===== config.mk =====
export PLATFORM = sky130hd
export DESIGN_NAME = doc5503_wave_arbiter
export DESIGN_NICKNAME = d
export VERILOG_FILES = /design/src/rtl/doc5503_wave_arbiter.sv
export SDC_FILE = /design/constraint.sdc
export NUM_CORES = 1
export LEC_CHECK = 0
export BUFFER_PORTS_ARGS = -buffer_cell sky130_fd_sc_hd__buf_2
export CORE_MARGIN = 5
export CORE_UTILIZATION = 40
export DETAILED_ROUTE_END_ITERATION = 10
export PLACE_DENSITY = 0.8
export REMOVE_ABC_BUFFERS = 1
export SLEW_MARGIN = 20
export SYNTH_ARGS = -nofsm -noshare
export SYNTH_HDL_FRONTEND = slang
export SYNTH_SLANG_ARGS = --single-unit

===== constraint.sdc =====
create_clock -name clk_i -period 1.9 [get_ports clk_i]
set_clock_uncertainty 0.2 [all_clocks]
set_input_delay 0 -clock clk_i [delete_from_list [all_inputs] [get_ports clk_i]]
set_output_delay 0 -clock clk_i [all_outputs]
set_load 0.1 [all_outputs]

===== src/rtl/doc5503_wave_arbiter.sv =====
// Sound RAM arbiter between DOC5503 wave fetches and host (GLU) accesses.
// One access at a time via IDLE/ISSUE/WAIT/DONE; DOC has priority, bounded by a host starvation guard.
module doc5503_wave_arbiter #(
  parameter int unsigned ADDR_WIDTH    = 16,
  parameter int unsigned RAM_LATENCY   = 2,
  parameter int unsigned HOST_MAX_WAIT = 8
) (
  input  logic                  clk_i,
  input  logic                  reset_i,
  input  logic [ADDR_WIDTH-1:0] doc_addr_i,
  input  logic                  doc_rd_i,
  output logic                  doc_ready_o,
  output logic [7:0]            doc_data_o,
  input  logic                  host_req_i,
  input  logic                  host_we_i,
  input  logic [ADDR_WIDTH-1:0] host_addr_i,
  input  logic [7:0]            host_data_i,
  output logic                  host_ack_o,
  output logic [7:0]            host_data_o,
  output logic [ADDR_WIDTH-1:0] ram_addr_o,
  output logic                  ram_rd_o,
  output logic                  ram_we_o,
  output logic [7:0]            ram_data_o,
  input  logic [7:0]            ram_data_i,
  output logic                  busy_o
);

  localparam int unsigned LAT_W = 3;
  localparam int unsigned HW_W  = 8;
  localparam logic [LAT_W-1:0] LAT_INIT = LAT_W'(RAM_LATENCY - 1);
  localparam logic [HW_W-1:0]  HW_MAX   = HW_W'(HOST_MAX_WAIT);

  typedef enum logic [1:0] {S_IDLE, S_ISSUE, S_WAIT, S_DONE} state_e;

  state_e                  state_q, state_d;
  logic                    doc_pend_q, doc_pend_d;
  logic [ADDR_WIDTH-1:0]   doc_addr_q, doc_addr_d;
  logic [HW_W-1:0]         hwait_q, hwait_d;
  logic [LAT_W-1:0]        lat_q, lat_d;
  logic                    cur_doc_q, cur_doc_d;
  logic                    cur_we_q, cur_we_d;
  logic [ADDR_WIDTH-1:0]   ram_addr_d;
  logic [7:0]              ram_data_d, doc_data_d, host_data_d;
  logic                    ram_rd_d, ram_we_d, doc_ready_d, host_ack_d, busy_d;

  logic                    idle, host_busy, host_pend, doc_avail, grant_doc, grant_host;
  logic [ADDR_WIDTH-1:0]   doc_addr_sel;

  // A host whose own access is in flight (including its ack cycle) is not competing.
  always_comb begin : arbitration
    idle         = (state_q == S_IDLE);
    host_busy    = !idle && !cur_doc_q;
    host_pend    = host_req_i && !host_busy;
    doc_avail    = doc_pend_q || doc_rd_i;
    doc_addr_sel = doc_rd_i ? doc_addr_i : doc_addr_q;
    grant_doc    = idle && doc_avail && (hwait_q < HW_MAX);
    grant_host   = idle && !grant_doc && host_pend;
  end

  always_ff @(posedge clk_i) begin : state_reg
    if (reset_i) state_q <= S_IDLE;
    else         state_q <= state_d;
  end

  always_comb begin : next_state
    state_d = state_q;
    case (state_q)
      S_IDLE:  if (grant_doc || grant_host) state_d = S_ISSUE;
      S_ISSUE: state_d = cur_we_q ? S_DONE : S_WAIT;
      S_WAIT:  if (lat_q == '0) state_d = S_DONE;
      S_DONE:  state_d = S_IDLE;
      default: state_d = S_IDLE;
    endcase
  end

  // Next values for every registered output and the request/latency bookkeeping.
  always_comb begin : output_next
    doc_pend_d  = doc_pend_q;
    doc_addr_d  = doc_addr_q;
    hwait_d     = hwait_q;
    lat_d       = lat_q;
    cur_doc_d   = cur_doc_q;
    cur_we_d    = cur_we_q;
    ram_addr_d  = ram_addr_o;
    ram_data_d  = ram_data_o;
    doc_data_d  = doc_data_o;
    host_data_d = host_data_o;
    ram_rd_d    = 1'b0;
    ram_we_d    = 1'b0;
    doc_ready_d = 1'b0;
    host_ack_d  = 1'b0;
    busy_d      = (state_d != S_IDLE);

    if (grant_doc)     doc_pend_d = 1'b0;
    else if (doc_rd_i) doc_pend_d = 1'b1;
    if (doc_rd_i)      doc_addr_d = doc_addr_i;

    if (!host_req_i || grant_host)          hwait_d = '0;
    else if (host_pend && hwait_q < HW_MAX) hwait_d = hwait_q + HW_W'(1);

    case (state_q)
      S_IDLE: begin
        if (grant_doc) begin
          cur_doc_d  = 1'b1;
          cur_we_d   = 1'b0;
          ram_addr_d = doc_addr_sel;
          ram_rd_d   = 1'b1;
        end else if (grant_host) begin
          cur_doc_d  = 1'b0;
          cur_we_d   = host_we_i;
          ram_addr_d = host_addr_i;
          ram_rd_d   = !host_we_i;
          ram_we_d   = host_we_i;
          if (host_we_i) ram_data_d = host_data_i;
        end
      end
      S_ISSUE: begin
        lat_d      = LAT_INIT;
        host_ack_d = cur_we_q;
      end
      S_WAIT: begin
        if (lat_q == '0) begin
          if (cur_doc_q) doc_data_d  = ram_data_i;
          else           host_data_d = ram_data_i;
          doc_ready_d = cur_doc_q;
          host_ack_d  = !cur_doc_q;
        end else begin
          lat_d = lat_q - LAT_W'(1);
        end
      end
      default: ;
    endcase
  end

  always_ff @(posedge clk_i) begin : datapath_regs
    if (reset_i) begin
      doc_pend_q  <= 1'b0;
      doc_addr_q  <= '0;
      hwait_q     <= '0;
      lat_q       <= '0;
      cur_doc_q   <= 1'b0;
      cur_we_q    <= 1'b0;
      ram_addr_o  <= '0;
      ram_rd_o    <= 1'b0;
      ram_we_o    <= 1'b0;
      ram_data_o  <= '0;
      doc_ready_o <= 1'b0;
      doc_data_o  <= '0;
      host_ack_o  <= 1'b0;
      host_data_o <= '0;
      busy_o      <= 1'b0;
    end else begin
      doc_pend_q  <= doc_pend_d;
      doc_addr_q  <= doc_addr_d;
      hwait_q     <= hwait_d;
      lat_q       <= lat_d;
      cur_doc_q   <= cur_doc_d;
      cur_we_q    <= cur_we_d;
      ram_addr_o  <= ram_addr_d;
      ram_rd_o    <= ram_rd_d;
      ram_we_o    <= ram_we_d;
      ram_data_o  <= ram_data_d;
      doc_ready_o <= doc_ready_d;
      doc_data_o  <= doc_data_d;
      host_ack_o  <= host_ack_d;
      host_data_o <= host_data_d;
      busy_o      <= busy_d;
    end
  end

endmodule


==> run metrics <==
Simple-Gate Fraction of Synth Area=0.176; Final Wtd Congestion=0.753; global-route wire length before repair=13,200 um; Initial Util=0.409; final worst path period share=1.08; Hold Fails Final Rpt=0; WP data required=1.96 ns; sw power=3.32 mW; Max FO, Critical Path=6; RSZ-0062 raised after global routing=true; Clk Latency, worst-skew pair=0.35 ns; via count=2,897; CP Capture Type=register; Clk pwr share=0.164; Max H-tree Level=3; antenna-violating nets left=0; Max clock buf depth=2; post-synthesis cell type count=30; Detailed Route Iter0 Violations=181; Max Cap Viol=0; Power Dens Cells=1480 nW/um^2; Leak=2.14 nW; synthesized-area fraction occupied by xor and xnor cells=0.00590; number of synthesized register bits=77; setup ws final=-0.152 ns; Nets=540; PortBufs=97; clock slew at reported path FFs=0.08 ns; layout cells sized above 1=0.356; Post-Place Cell Area=3620 um^2; run status=finished, violations left; worst reg2reg path depth=6; Post-Synthesis Cells=316; grt total ovfl=0; worst-path cell chain=or4_4 > nor4b_4 > buf_4 > buf_6 > a211oi_1 > a211oi_2; cts bufs inserted=9; Final Cell Area=4580 um^2; CP bufs+invs=2; Final min period=2.05 ns; switching part of the total=0.489; Syn Area/Cell=9.40 um^2; largest net degree at the start of global routing=29; Critical Path Start Type=register; Critical-path top delay cell=or4_4; total inserted antenna cells=0; CP Class=register to register; CTS tree=yes; failing checks=negative setup slack; GRT Util Overall=0.183; Post-Synth Adder-Cell Area=0.0253; Util after Layout=0.631; sequential share of power=0.301; Logic pwr share=0.535; Worst Tran Pin Value=0.509 ns; Hold Path Class=primary input to register; Critical Path AT=2.11 ns; # DRC=0; part of the Yosys area used for sequential elements=0.519; final setup fails=29; main combinational cell family by area after synthesis=simple AND/OR/NAND/NOR gates; Yosys Warn Count=0; Worst path depth=6; vias per cell=4.95; Max Slew Vio Count=0; CP peak stage delay=0.57 ns; chip height=96.2 um; post-synthesis mux area share=0.108; Max Clk Rate=487 MHz; maximum VDD drop=0.583 mV; setup TNS after final layout=-1.75 ns; clock sink count=77; hpwl dp=5060 um; initial antenna violation count=0; I/O pin count=98; clock root buffer=clkbuf_8; core footprint=7250 um^2; hold path cells=4; max_slew headroom=0.663; Detailed Routing Iterations Pass 1=4; complex-gate fraction of the synthesized area=0.124; die width=96.2 um; die area=9250 um^2; row cnt=31; DR WL/cell=15.5 um; Routed WL=9050 um; Internal Power=3.46 mW; P&R area growth vs syn=54.2%; vias in the first global route=2,872; cell area after synthesis=2970 um^2; critical path's top delay family=simple AND/OR/NAND/NOR gates
[worst paths after layout]
check                        end  slack, ns           start
setup / recovery   ram_addr_o[4]      -0.15      hwait_q[5]
hold / removal        doc_pend_q       0.06        doc_rd_i
hold reg to reg   host_data_o[6]       0.26  host_data_o[6]
setup reg to reg   ram_addr_o[4]      -0.15      hwait_q[5]
[metrics by stage]
stage          setup WS [ns]  hold slack (ns)  instances  power [mW]
5_1_grt               -0.201           0.0503        585        7.07
2_1_floorplan         -0.793           -0.135        296        4.31
3_5_place_dp          -0.177           0.0394        508        5.02
3_3_place_gp          -0.101           0.0316        508        4.96
6_report              -0.152           0.0591        585        6.78
4_1_cts               -0.118         0.000152        583        6.46
[power by group through the flow]
stage,combinational (mW),clock [mW],sequential (mW)
global placement,2.91,0,2.05
floorplan,0.910,0,3.40
global route,3.79,1.21,2.07
CTS,3.31,1.13,2.03
finish,3.62,1.11,2.04
detailed placement,2.97,0,2.06
[placed cells by master, fill, tap and decap left out, types with 2 or more instances in the layout]
| master | n |
|---|---|
| buf_2 | 97 |
| dfxtp_1 | 75 |
| dlygate4sd3_1 | 51 |
| nand2_1 | 41 |
| nor2_1 | 37 |
| mux2i_1 | 32 |
| a21oi_1 | 21 |
| buf_4 | 13 |
| a211oi_2 | 11 |
| buf_6 | 11 |
| and3_1 | 10 |
| clkbuf_8 | 9 |
| inv_1 | 8 |
| a211oi_1 | 8 |
| ha_1 | 6 |
| o31ai_1 | 4 |
| nor3_1 | 4 |
| and2_1 | 4 |
| clkinvlp_4 | 4 |
| nand2_4 | 3 |
| o31ai_2 | 3 |
| nor2_2 | 3 |
| o31ai_4 | 2 |
| nand2_2 | 2 |
| nand3b_1 | 2 |
| o21ai_1 | 2 |
| xnor2_1 | 2 |
| inv_6 | 2 |
| dfxtp_2 | 2 |
| buf_12 | 2 |
[cell usage after synthesis]
cell	count	share of area
a211oi_1	16	0.040
a221oi_1	1	0.0030
ha_1	6	0.025
or3_1	1	0.0021
buf_4	1	0.0025
buf_6	1	0.0038
xnor2_1	2	0.0059
or4_1	1	0.0025
nor3_1	5	0.0084
nor4_1	2	0.0042
o31ai_1	9	0.023
inv_1	9	0.011
a211oi_2	3	0.013
a41oi_1	1	0.0030
and2_1	4	0.0084
and3b_1	1	0.0030
or2_2	1	0.0021
clkbuf_1	12	0.015
mux2i_1	32	0.11
nor2_1	40	0.051
nand2b_1	1	0.0021
nand2_1	46	0.058
o21ai_0	3	0.0051
buf_2	4	0.0067
and3_1	10	0.021
buf_1	2	0.0025
dfxtp_1	77	0.52
nor4b_4	1	0.0080
a21oi_1	22	0.037
nand3b_1	2	0.0051
[cell type report]
class / count / area (um^2)
flip-flops and latches: 77 / 1540
clock buffers: 10 / 128
clock inverters: 6 / 47.5
inverters: 9 / 33.8
fillers: 503 / 2680
repair buffers: 174 / 1260
well taps: 99 / 124
multi-input cells: 210 / 1440
[worst reg2reg max path: cells and delay by family (launching register included)]
family | cells | cell delay (ns)
AOI/OAI and AO/OA | 2 | 0.25
buffers and inverters | 2 | 0.32
DFF | 1 | 0.32
and+or+nand+nor | 2 | 0.88
[per-layer routing]
layer  GRT usage  up-vias  share of wire
li1            -     1418              -
met1       0.199     1371           0.41
met2       0.333       88           0.51
met3      0.0547       20          0.061
met4      0.0675        0          0.020
met5           0        -              0
[cells by family (layout without fill, tap and decap cells)]
family | Yosys count | count (layout)
AO/OA/AOI/OAI | 55 | 55
XOR/XNOR | 2 | 2
adder cells (fa/ha/maj) | 6 | 6
buffers and inverters | 29 | 199
flip-flops | 77 | 77
multiplexers | 32 | 32
AND/OR/NAND/NOR | 115 | 115
[registers in the layout (all words and copies together) (netlist names)]
register	cells
doc_addr_q	16
ram_addr_o	16
doc_data_o	8
host_data_o	8
hwait_q	8
ram_data_o	8
lat_q	3
state_q	2
busy_o	1
cur_doc_q	1
cur_we_q	1
doc_pend_q	1
doc_ready_o	1
host_ack_o	1
ram_rd_o	1
ram_we_o	1
[repair_timing]
action	in CTS	in global routing
pin swaps	12	6
buffers inserted	7	3
cloned	1	0
gates resized for setup	19	33
endpoints found under the hold margin	69	0
hold buffers	51	0
setup endpoints to repair	31	46
Note: power is estimated with default switching activity, not from simulation.
